--- config.mk ---
export PLATFORM = sky130hd
export DESIGN_NAME = br_tag_alloc
export DESIGN_NICKNAME = d
export VERILOG_FILES = /design/src/rtl/br_tag_alloc.sv
export SDC_FILE = /design/constraint.sdc
export NUM_CORES = 1
export LEC_CHECK = 0
export BUFFER_PORTS_ARGS = -buffer_cell sky130_fd_sc_hd__buf_4
export CAP_MARGIN = 20
export CORE_AREA = 2 2 94 96
export CTS_CLUSTER_SIZE = 16
export DETAILED_ROUTE_END_ITERATION = 12
export DIE_AREA = 0 0 96 98
export PLACE_DENSITY_LB_ADDON = 0.3
export SLEW_MARGIN = 25
export SYNTH_ARGS = -nofsm -noshare
export SYNTH_HDL_FRONTEND = slang
export SYNTH_SLANG_ARGS = --single-unit
--- constraint.sdc ---
create_clock -name i_clk -period 15.7 [get_ports i_clk]
set_clock_uncertainty 0.1 [all_clocks]
set_input_delay 0.785 -clock i_clk [delete_from_list [all_inputs] [get_ports i_clk]]
set_output_delay 0.785 -clock i_clk [all_outputs]
set_load 0.01 [all_outputs]
--- src/rtl/br_tag_alloc.sv ---
// Circular branch-tag allocator: hands out tags and masks per dispatch group,
// emits the kill vector on a mispredict and recycles resolved tags oldest-first.
module br_tag_alloc #(
    parameter int unsigned WIDTH_BRM = 4,
    parameter int unsigned NDIS      = 4
) (
    input  logic                      i_clk,
    input  logic                      i_rst,
    input  logic                      i_dis_we,
    input  logic [NDIS-1:0]           i_dis_br4x,
    output logic [NDIS*WIDTH_BRM-1:0] o_dis_mask4x,
    output logic [NDIS*WIDTH_BRM-1:0] o_dis_tag4x,
    output logic                      o_stall,
    input  logic                      i_res_en,
    input  logic [WIDTH_BRM-1:0]      i_res_tag,
    input  logic                      i_res_mispred,
    output logic [WIDTH_BRM:0]        o_kill,
    output logic [WIDTH_BRM:0]        o_free,
    output logic [WIDTH_BRM-1:0]      o_cnt
);
    localparam int unsigned NTAG = 1 << WIDTH_BRM;
    localparam logic [WIDTH_BRM-1:0] TAG_ONE = WIDTH_BRM'(1);
    localparam logic [WIDTH_BRM:0] MAX_OUT = (WIDTH_BRM + 1)'(NTAG - 1);

    localparam logic ST_RUN  = 1'b0;
    localparam logic ST_KILL = 1'b1;

    logic [WIDTH_BRM-1:0] r_tail;
    logic [WIDTH_BRM-1:0] r_head;
    logic [WIDTH_BRM-1:0] r_cnt;
    logic [NTAG-1:0]      r_done;
    logic                 r_st;
    logic [WIDTH_BRM:0]   r_kill;
    logic [WIDTH_BRM:0]   r_free;

    logic [WIDTH_BRM-1:0] acc;
    logic [WIDTH_BRM-1:0] n_br;
    logic [WIDTH_BRM-1:0] res_dist;
    logic [WIDTH_BRM-1:0] kill_tail;
    logic [WIDTH_BRM-1:0] kill_span;
    logic [WIDTH_BRM-1:0] kill_off;
    logic                 res_out;
    logic                 set_en;
    logic                 kill_en;
    logic                 free_en;
    logic                 acc_en;
    logic                 cnt_full;

    logic [WIDTH_BRM-1:0] tail_d;
    logic [WIDTH_BRM-1:0] head_d;
    logic [WIDTH_BRM-1:0] cnt_d;
    logic [NTAG-1:0]      done_d;

    // Running tag: each slot's mask is the tag before its own increment.
    always_comb begin
        acc          = r_tail;
        o_dis_mask4x = '0;
        o_dis_tag4x  = '0;
        for (int k = 0; k < NDIS; k++) begin
            o_dis_mask4x[k*WIDTH_BRM +: WIDTH_BRM] = acc;
            if (i_dis_br4x[k]) begin
                acc = acc + TAG_ONE;
            end
            o_dis_tag4x[k*WIDTH_BRM +: WIDTH_BRM] = acc;
        end
        n_br = acc - r_tail;
    end

    always_comb begin
        res_dist  = i_res_tag - r_head;
        res_out   = (r_cnt != '0) && (res_dist < r_cnt);
        kill_en   = i_res_en & i_res_mispred & res_out & (r_st == ST_RUN);
        set_en    = i_res_en & ~i_res_mispred & res_out;
        kill_tail = i_res_tag - TAG_ONE;
        kill_span = r_tail - i_res_tag;
        cnt_full  = ({1'b0, r_cnt} + {1'b0, n_br}) > MAX_OUT;
        o_stall   = i_dis_we & ((r_st == ST_KILL) | (i_res_en & i_res_mispred) | cnt_full);
        acc_en    = i_dis_we & ~o_stall;
        // A done head being mispredicted is contradictory; the kill wins.
        free_en   = (r_cnt != '0) & r_done[r_head] & ~(kill_en & (res_dist == '0));
    end

    always_comb begin
        tail_d   = r_tail;
        head_d   = r_head;
        done_d   = r_done;
        kill_off = '0;
        cnt_d    = r_cnt - (free_en ? TAG_ONE : '0) + (acc_en ? n_br : '0);

        if (set_en) begin
            done_d[i_res_tag] = 1'b1;
        end
        if (free_en) begin
            head_d         = r_head + TAG_ONE;
            done_d[r_head] = 1'b0;
        end
        if (acc_en) begin
            tail_d = acc;
            for (int k = 0; k < NDIS; k++) begin
                if (i_dis_br4x[k]) begin
                    done_d[o_dis_tag4x[k*WIDTH_BRM +: WIDTH_BRM]] = 1'b0;
                end
            end
        end
        // Killed tags span [i_res_tag, r_tail] circularly.
        if (kill_en) begin
            tail_d = kill_tail;
            cnt_d  = i_res_tag - head_d;
            for (int t = 0; t < NTAG; t++) begin
                kill_off = WIDTH_BRM'(t) - i_res_tag;
                if (kill_off <= kill_span) begin
                    done_d[t] = 1'b0;
                end
            end
        end
    end

    always_ff @(posedge i_clk) begin
        if (i_rst) begin
            r_tail <= '0;
            r_head <= TAG_ONE;
            r_cnt  <= '0;
            r_done <= '0;
            r_st   <= ST_RUN;
            r_kill <= '0;
            r_free <= '0;
        end else begin
            r_tail <= tail_d;
            r_head <= head_d;
            r_cnt  <= cnt_d;
            r_done <= done_d;
            r_st   <= kill_en ? ST_KILL : ST_RUN;
            r_kill <= kill_en ? {1'b1, kill_tail} : '0;
            r_free <= free_en ? {1'b1, r_head} : '0;
        end
    end

    assign o_kill = r_kill;
    assign o_free = r_free;
    assign o_cnt  = r_cnt;

endmodule

======== Yosys cells after proc, flatten, opt, wreduce, memory -nomap -nowiden ========
Index checks and enable logic that the tools add are counted.
storage, ports and cells
  output and inout bits ................... 47
  bits of input ports ..................... 13
  logic and storage cells ................. 163
  flip-flop bits (word level) ............. 39
operators by class
  $lt $le $gt $ge ......................... 30
  muxes and demuxes ....................... 54
  bitwise gates (word level) .............. 29
  reduce and logical (&&, ||, !) cells .... 12
  add/subtract/negate cells ............... 29
operators by type and width
  kind                 count
  $mux 16              11
  $and 16x16->16       5
  $not 16->16          5
  $le 4x4->1           16
  $mux 4               9
  $sub 4x4->4 const A  8
  $lt 4x5->1 const B   6
  $mux 1               25
  $demux 1 s4          6
  $ge 4x1->1 const B   6
  $add 4x1->4 const B  5
  $or 16x16->16        1
  $sub 3x4->4 const A  4
  $sub 4x4->4          4
  $and 1x1->1          10
  $mux 5               2
  $sub 1x4->4 const A  2
  $sub 2x4->4 const A  2
  $logic_and 1x1->1    7
  $not 1->1            6
  $add 4x4->5          1
  $gt 5x4->1 const B   1
  $add 4x4->4          1
  $bmux 1 s4           1
  8 further kinds      10

======== Longest topological paths before layout ========
  word-level depth ........................ 27
  depth in mapped cells ................... 33
  gate-level depth less buffers ........... 32

======== Worst setup path after synthesis ========
OpenSTA, ideal clock, no wires.
  path kind ............................... input -> register
  start ................................... input i_dis_br4x[0]
  end ..................................... register r_cnt[3] (netlist: o_cnt[3])
  path buffers ............................ 3
  arrival ................................. 7199 ps
  setup time .............................. 114 ps
  path slack .............................. 8287 ps
  required time ........................... 15486 ps
  stages on the path ...................... 31
  path through ............................ buf_4 buf_6 xor2_1 ha_1 mux2i_1 ha_1 nand2b_1 o21ai_0 ha_1 nand2_1 inv_1 a21oi_1 ha_1 a21o_1 a21oi_1 xnor2_1 xnor3_1 ha_1 a211oi_1 nand2_1 nor2_1 clkbuf_1 nand2_1 ha_1 inv_1 ha_1 a21o_1 a21oi_1 xnor2_1 nor3b_1 a2111oi_0
on the way
  word-level cells in the longest chain between the ends .. 17
RTL lines
  item                  line  RTL
  from (decl)           10    input logic [NDIS-1:0] i_dis_br4x,
  $mux 4 (*)            61    if (i_dis_br4x[k]) begin
  net o_dis_mask4x[4]   11    output logic [NDIS*WIDTH_BRM-1:0] o_dis_mask4x,
  $add 4x1->4           62    acc = acc + TAG_ONE;
  $mux 4 (*)            61
  $add 4x1->4           62
  $mux 4 (*)            61
  net o_dis_mask4x[13]  11
  $add 4x1->4           62
  [1 not listed]        n/a
  net o_dis_tag4x[13]   12    output logic [NDIS*WIDTH_BRM-1:0] o_dis_tag4x,
  [2 not listed]        n/a
  $gt 5x4->1            76    cnt_full = ({1'b0, r_cnt} + {1'b0, n_br}) > MAX_OUT;
  $or 1x1->1            77    o_stall = i_dis_we & ((r_st == ST_KILL) | (i_res_en & i_res_mispred) | cnt_full);
  $and 1x1->1           77
  $not 1->1             78    acc_en = i_dis_we & ~o_stall;
  $and 1x1->1           78
  $mux 4 (*)            88    cnt_d = r_cnt - (free_en ? TAG_ONE : '0) + (acc_en ? n_br : '0);
  $add 4x4->4 (*)       88
  $mux 4 (*)            106   if (kill_en) begin
  to (signal assigned)  130   r_cnt <= cnt_d;
  to (decl)             30    logic [WIDTH_BRM-1:0] r_cnt;
The timed path passes the listed nets; every way through them passes the cells marked *.
A chain may end at the register's enable or synchronous reset.

======== Worst setup path in the final report ========
  start ................................... register r_tail[0]
  end ..................................... register r_cnt[3] (netlist: o_cnt[3])
on the way
  word-level cells in the longest chain between the ends .. 18
RTL lines
  item                    line  RTL
  from (decl)             28    logic [WIDTH_BRM-1:0] r_tail;
  from (signal assigned)  128   r_tail <= tail_d;
  $add 4x1->4             62
  $mux 4                  61
  $add 4x1->4             62
  $mux 4                  61
  $add 4x1->4             62
  $mux 4                  61
  $add 4x1->4             62
  $mux 4                  61
  [2 not listed]          n/a
  $gt 5x4->1              76
  $or 1x1->1              77
  $and 1x1->1             77
  $not 1->1               78
  $and 1x1->1             78
  $mux 4 (*)              88
  $add 4x4->4 (*)         88
  $mux 4 (*)              106
Every way passes the cells marked *; elsewhere a longest branch is shown, timed or not.

==> out/results.md <==
* number of antenna violations at the first check in global routing: 0
* PD cells: 179.4 nW/um^2
* Final Max Tran Viols: 0
* number of nets produced by synthesis: 767
* final critical-path setup slack: 7.983 ns
* Synth top area share: 19.30%
* Top delay family on crit path: adder cells
* Die ar.: 9408 um^2
* signed area change from the synthesized netlist to the final layout: 9.579%
* CTS H-tree depth: 2
* count of max-cap constraint violations: 0
* CP endpoint kind: flip-flop
* Crit Path Class: reg -> reg
* Power Total: 1.045 mW
* number of design rule violations left after detail routing: 0
* maximum number of pins on one net before global-route repair: 35
* width of the chip: 96 um
* critical path data required time: 15.76 ns
* number of cells produced by synthesis: 665
* number of core rows: 34
* Distinct cells, synth: 79
* post-placement setup slack: 7.927 ns
* total inserted antenna cells: 0
* total detailed-routing wirelength: 16,130 um
* largest cells by area after synthesis: sky130_fd_sc_hd__ha_1, sky130_fd_sc_hd__dfxtp_1, sky130_fd_sc_hd__xnor2_1
* share of post-route cells with drive strength above 1: 14.12%
* antenna-violating nets left: 0
* largest driver fanout on the critical path: 22
* number of synthesized flops with an enable pin: 0
* maximum clock frequency: 129.6 MHz
* all-layer global routing usage: 34.70%
* longest individual stage delay on the worst path: 0.65 ns
* first-pass GRT wire length: 25,310 um
* total I/O pin count: 60
* share of the yosys chip area belonging to registers: 14.31%
* post-placement cell count: 794
* Post-CTS Setup Inserts: 0
* number of iterations in the first detailed-routing pass: 5
* effective utilization at floorplan: 62.80%
* final clock period utilization by the worst path: 49.16%
* setup total negative slack: 0 ns
* total via count after detailed routing: 5,165
* setup-violating endpoint count in the final report: 0
* final net count: 795
* critical path buffer and inverter count: 4
* time the worst path needs with I/O delays and setup: 7.717 ns
* y dimension of the die: 98 um
* normalized max-slew margin: 32.21%
* dominant cell type by area after synthesis: sky130_fd_sc_hd__ha_1
* crit path DAT: 7.78 ns
* dominant synthesized flop cell: sky130_fd_sc_hd__dfxtp_1
* commonest cells after routing, fill and taps aside: sky130_fd_sc_hd__ha_1, sky130_fd_sc_hd__buf_4, sky130_fd_sc_hd__inv_1
* clock transition at the registers of the reported paths: 0.09 ns
* summed instance area of the synthesized netlist: 5316 um^2
* Core Box Area: 8466 um^2
* static leakage: 2.590 nW
* via count of the first global-routing pass: 4,901
* slowest library cell on the worst path: sky130_fd_sc_hd__dfxtp_1
* number of sinks on the clock net: 38
* per-cell via count in the routed design: 6.440
* half-perimeter wire length after placement: 13,070 um
* transition time at the pin with the least slew margin: 1.008 ns
* Layout Cells excl Fill: 802
* Fin. Hold Viols: 0
* unrepaired setup endpoints after global routing: false
* Hold Buf Count CTS: 0
* mean post-synth cell area: 7.995 um^2
* synthesis-stage register bit count: 38
* grt ovf: 0
* area occupied by multi-input gates: 4075 um^2
* Resized Gates After CTS: 0
* commonest non-fill, non-tap cell in the layout: sky130_fd_sc_hd__ha_1
* async set or reset register ratio after synthesis: 0%
* area taken by flip-flops and latches: 760.7 um^2
* number of buffers between clock root and the deepest sink: 2
* count of yosys warnings during synthesis: 0
* final weighted congestion in routability-driven placement: 0.9479
* clock buffer count from CTS: 5
* CTS tree: done
* crit start category: flip-flop
* CTS root buffer: sky130_fd_sc_hd__clkbuf_8
* cell with the most instances on the worst path: sky130_fd_sc_hd__ha_1
* fill cell instance count of the final layout: 738
* maximum resistive drop on vdd: 155.4 uV
* type of the tightest min-delay check: reg -> reg
* number of buffers added on ports: 59
* DRC violation total after the first TritonRoute iteration: 377
* drt wl/cell: 20.11 um
* Skew-Pair Late Insertion Delay: 0.31 ns
* run status: complete, no violations
-- synthesized netlist by cell type, drive strengths merged, types with 5 or more instances --
| cell | n |
|---|---|
| ha | 82 |
| inv | 63 |
| nor2 | 52 |
| nand2 | 48 |
| a21oi | 44 |
| dfxtp | 38 |
| xnor2 | 32 |
| nor3 | 23 |
| buf | 21 |
| clkbuf | 21 |
| o21ai | 18 |
| a21o | 13 |
| and2 | 12 |
| nor2b | 12 |
| nand2b | 11 |
| nand3 | 11 |
| o22ai | 11 |
| a211oi | 10 |
| or3 | 10 |
| xor2 | 10 |
| nor4 | 8 |
| a41oi | 7 |
| fa | 7 |
| nand4 | 7 |
| o221ai | 6 |
| a221oi | 5 |
| and3 | 5 |
| o2111a | 5 |
| o22a | 5 |
| o311a | 5 |
-- layer usage --
metal	vias to the layer above	track usage, %	wire length [um]
met4	0	16.26	755
met1	2418	45.23	6728
met3	51	5.015	1067
li1	2461	-	-
met5	-	0	0
met2	235	55.88	7576
-- flip-flops by register name, summed over array words and instances (netlist names) --
register  cells
o_cnt         4
r_done       16
o_kill        4
r_st          1
r_tail        4
o_free        5
r_head        4
-- area by class of cell --
cell class                 instances  share of cell area, %
clock buffer                       5                  1.181
multi-input combinational        521                  69.95
sequential                        38                  13.06
tap                              108                  2.320
timing repair buffer              63                  8.119
clock inverter                     3                  1.181
inverter                          64                  4.188
-- worst paths after layout --
path	to	cells past startpoint	slack, ns	startpoint
worst max register to register	o_cnt[3]$_SDFF_PP0_	32	7.98	r_tail[0]$_SDFFE_PP0P_
worst min register to register	r_done[4]$_SDFF_PP0_	1	0.46	r_done[4]$_SDFF_PP0_
worst max-delay path	o_cnt[3]$_SDFF_PP0_	32	7.98	r_tail[0]$_SDFFE_PP0P_
worst min-delay path	r_done[4]$_SDFF_PP0_	1	0.46	r_done[4]$_SDFF_PP0_
-- logic make-up (layout without fill, tap and decap cells) --
family / after synthesis / after routing / share of synthesized area, %
compound gates: 171 / 171 / 23.42
xor+xnor: 45 / 45 / 8.755
fa+ha+maj: 89 / 89 / 21.93
buf+inv: 106 / 135 / 9.038
flops: 38 / 38 / 14.31
mux: 7 / 7 / 2.259
simple gates: 209 / 209 / 20.29
-- power breakdown --
part	internal [mW]	total, mW	switching, mW
registers	0.105	0.124	0.0187
logic	0.334	0.818	0.484
clock network	0.0637	0.104	0.0399
-- worst reg2reg max path: cells and delay by family, from the launching register on --
| family | cells | cell delay [ns] |
|---|---|---|
| adder cells (fa/ha/maj) | 8 | 2.43 |
| AO/OA/AOI/OAI | 8 | 1.89 |
| AND/OR/NAND/NOR | 8 | 1.03 |
| XOR/XNOR | 3 | 0.70 |
| flip-flops | 1 | 0.65 |
| buffers and inverters | 4 | 0.50 |
| multiplexers | 1 | 0.30 |
-- metrics by stage --
stage          instance area, um^2  hold WS [ns]  utilization (%)
3_3_place_gp                  5688        0.4234            67.19
5_1_grt                       5826        0.4876            68.81
4_1_cts                       5826        0.4471            68.81
2_1_floorplan                 5316        0.4068                -
6_report                      5826        0.4610            68.81
3_5_place_dp                  5688        0.4267            67.19
Note: power is estimated with default switching activity, not from simulation.
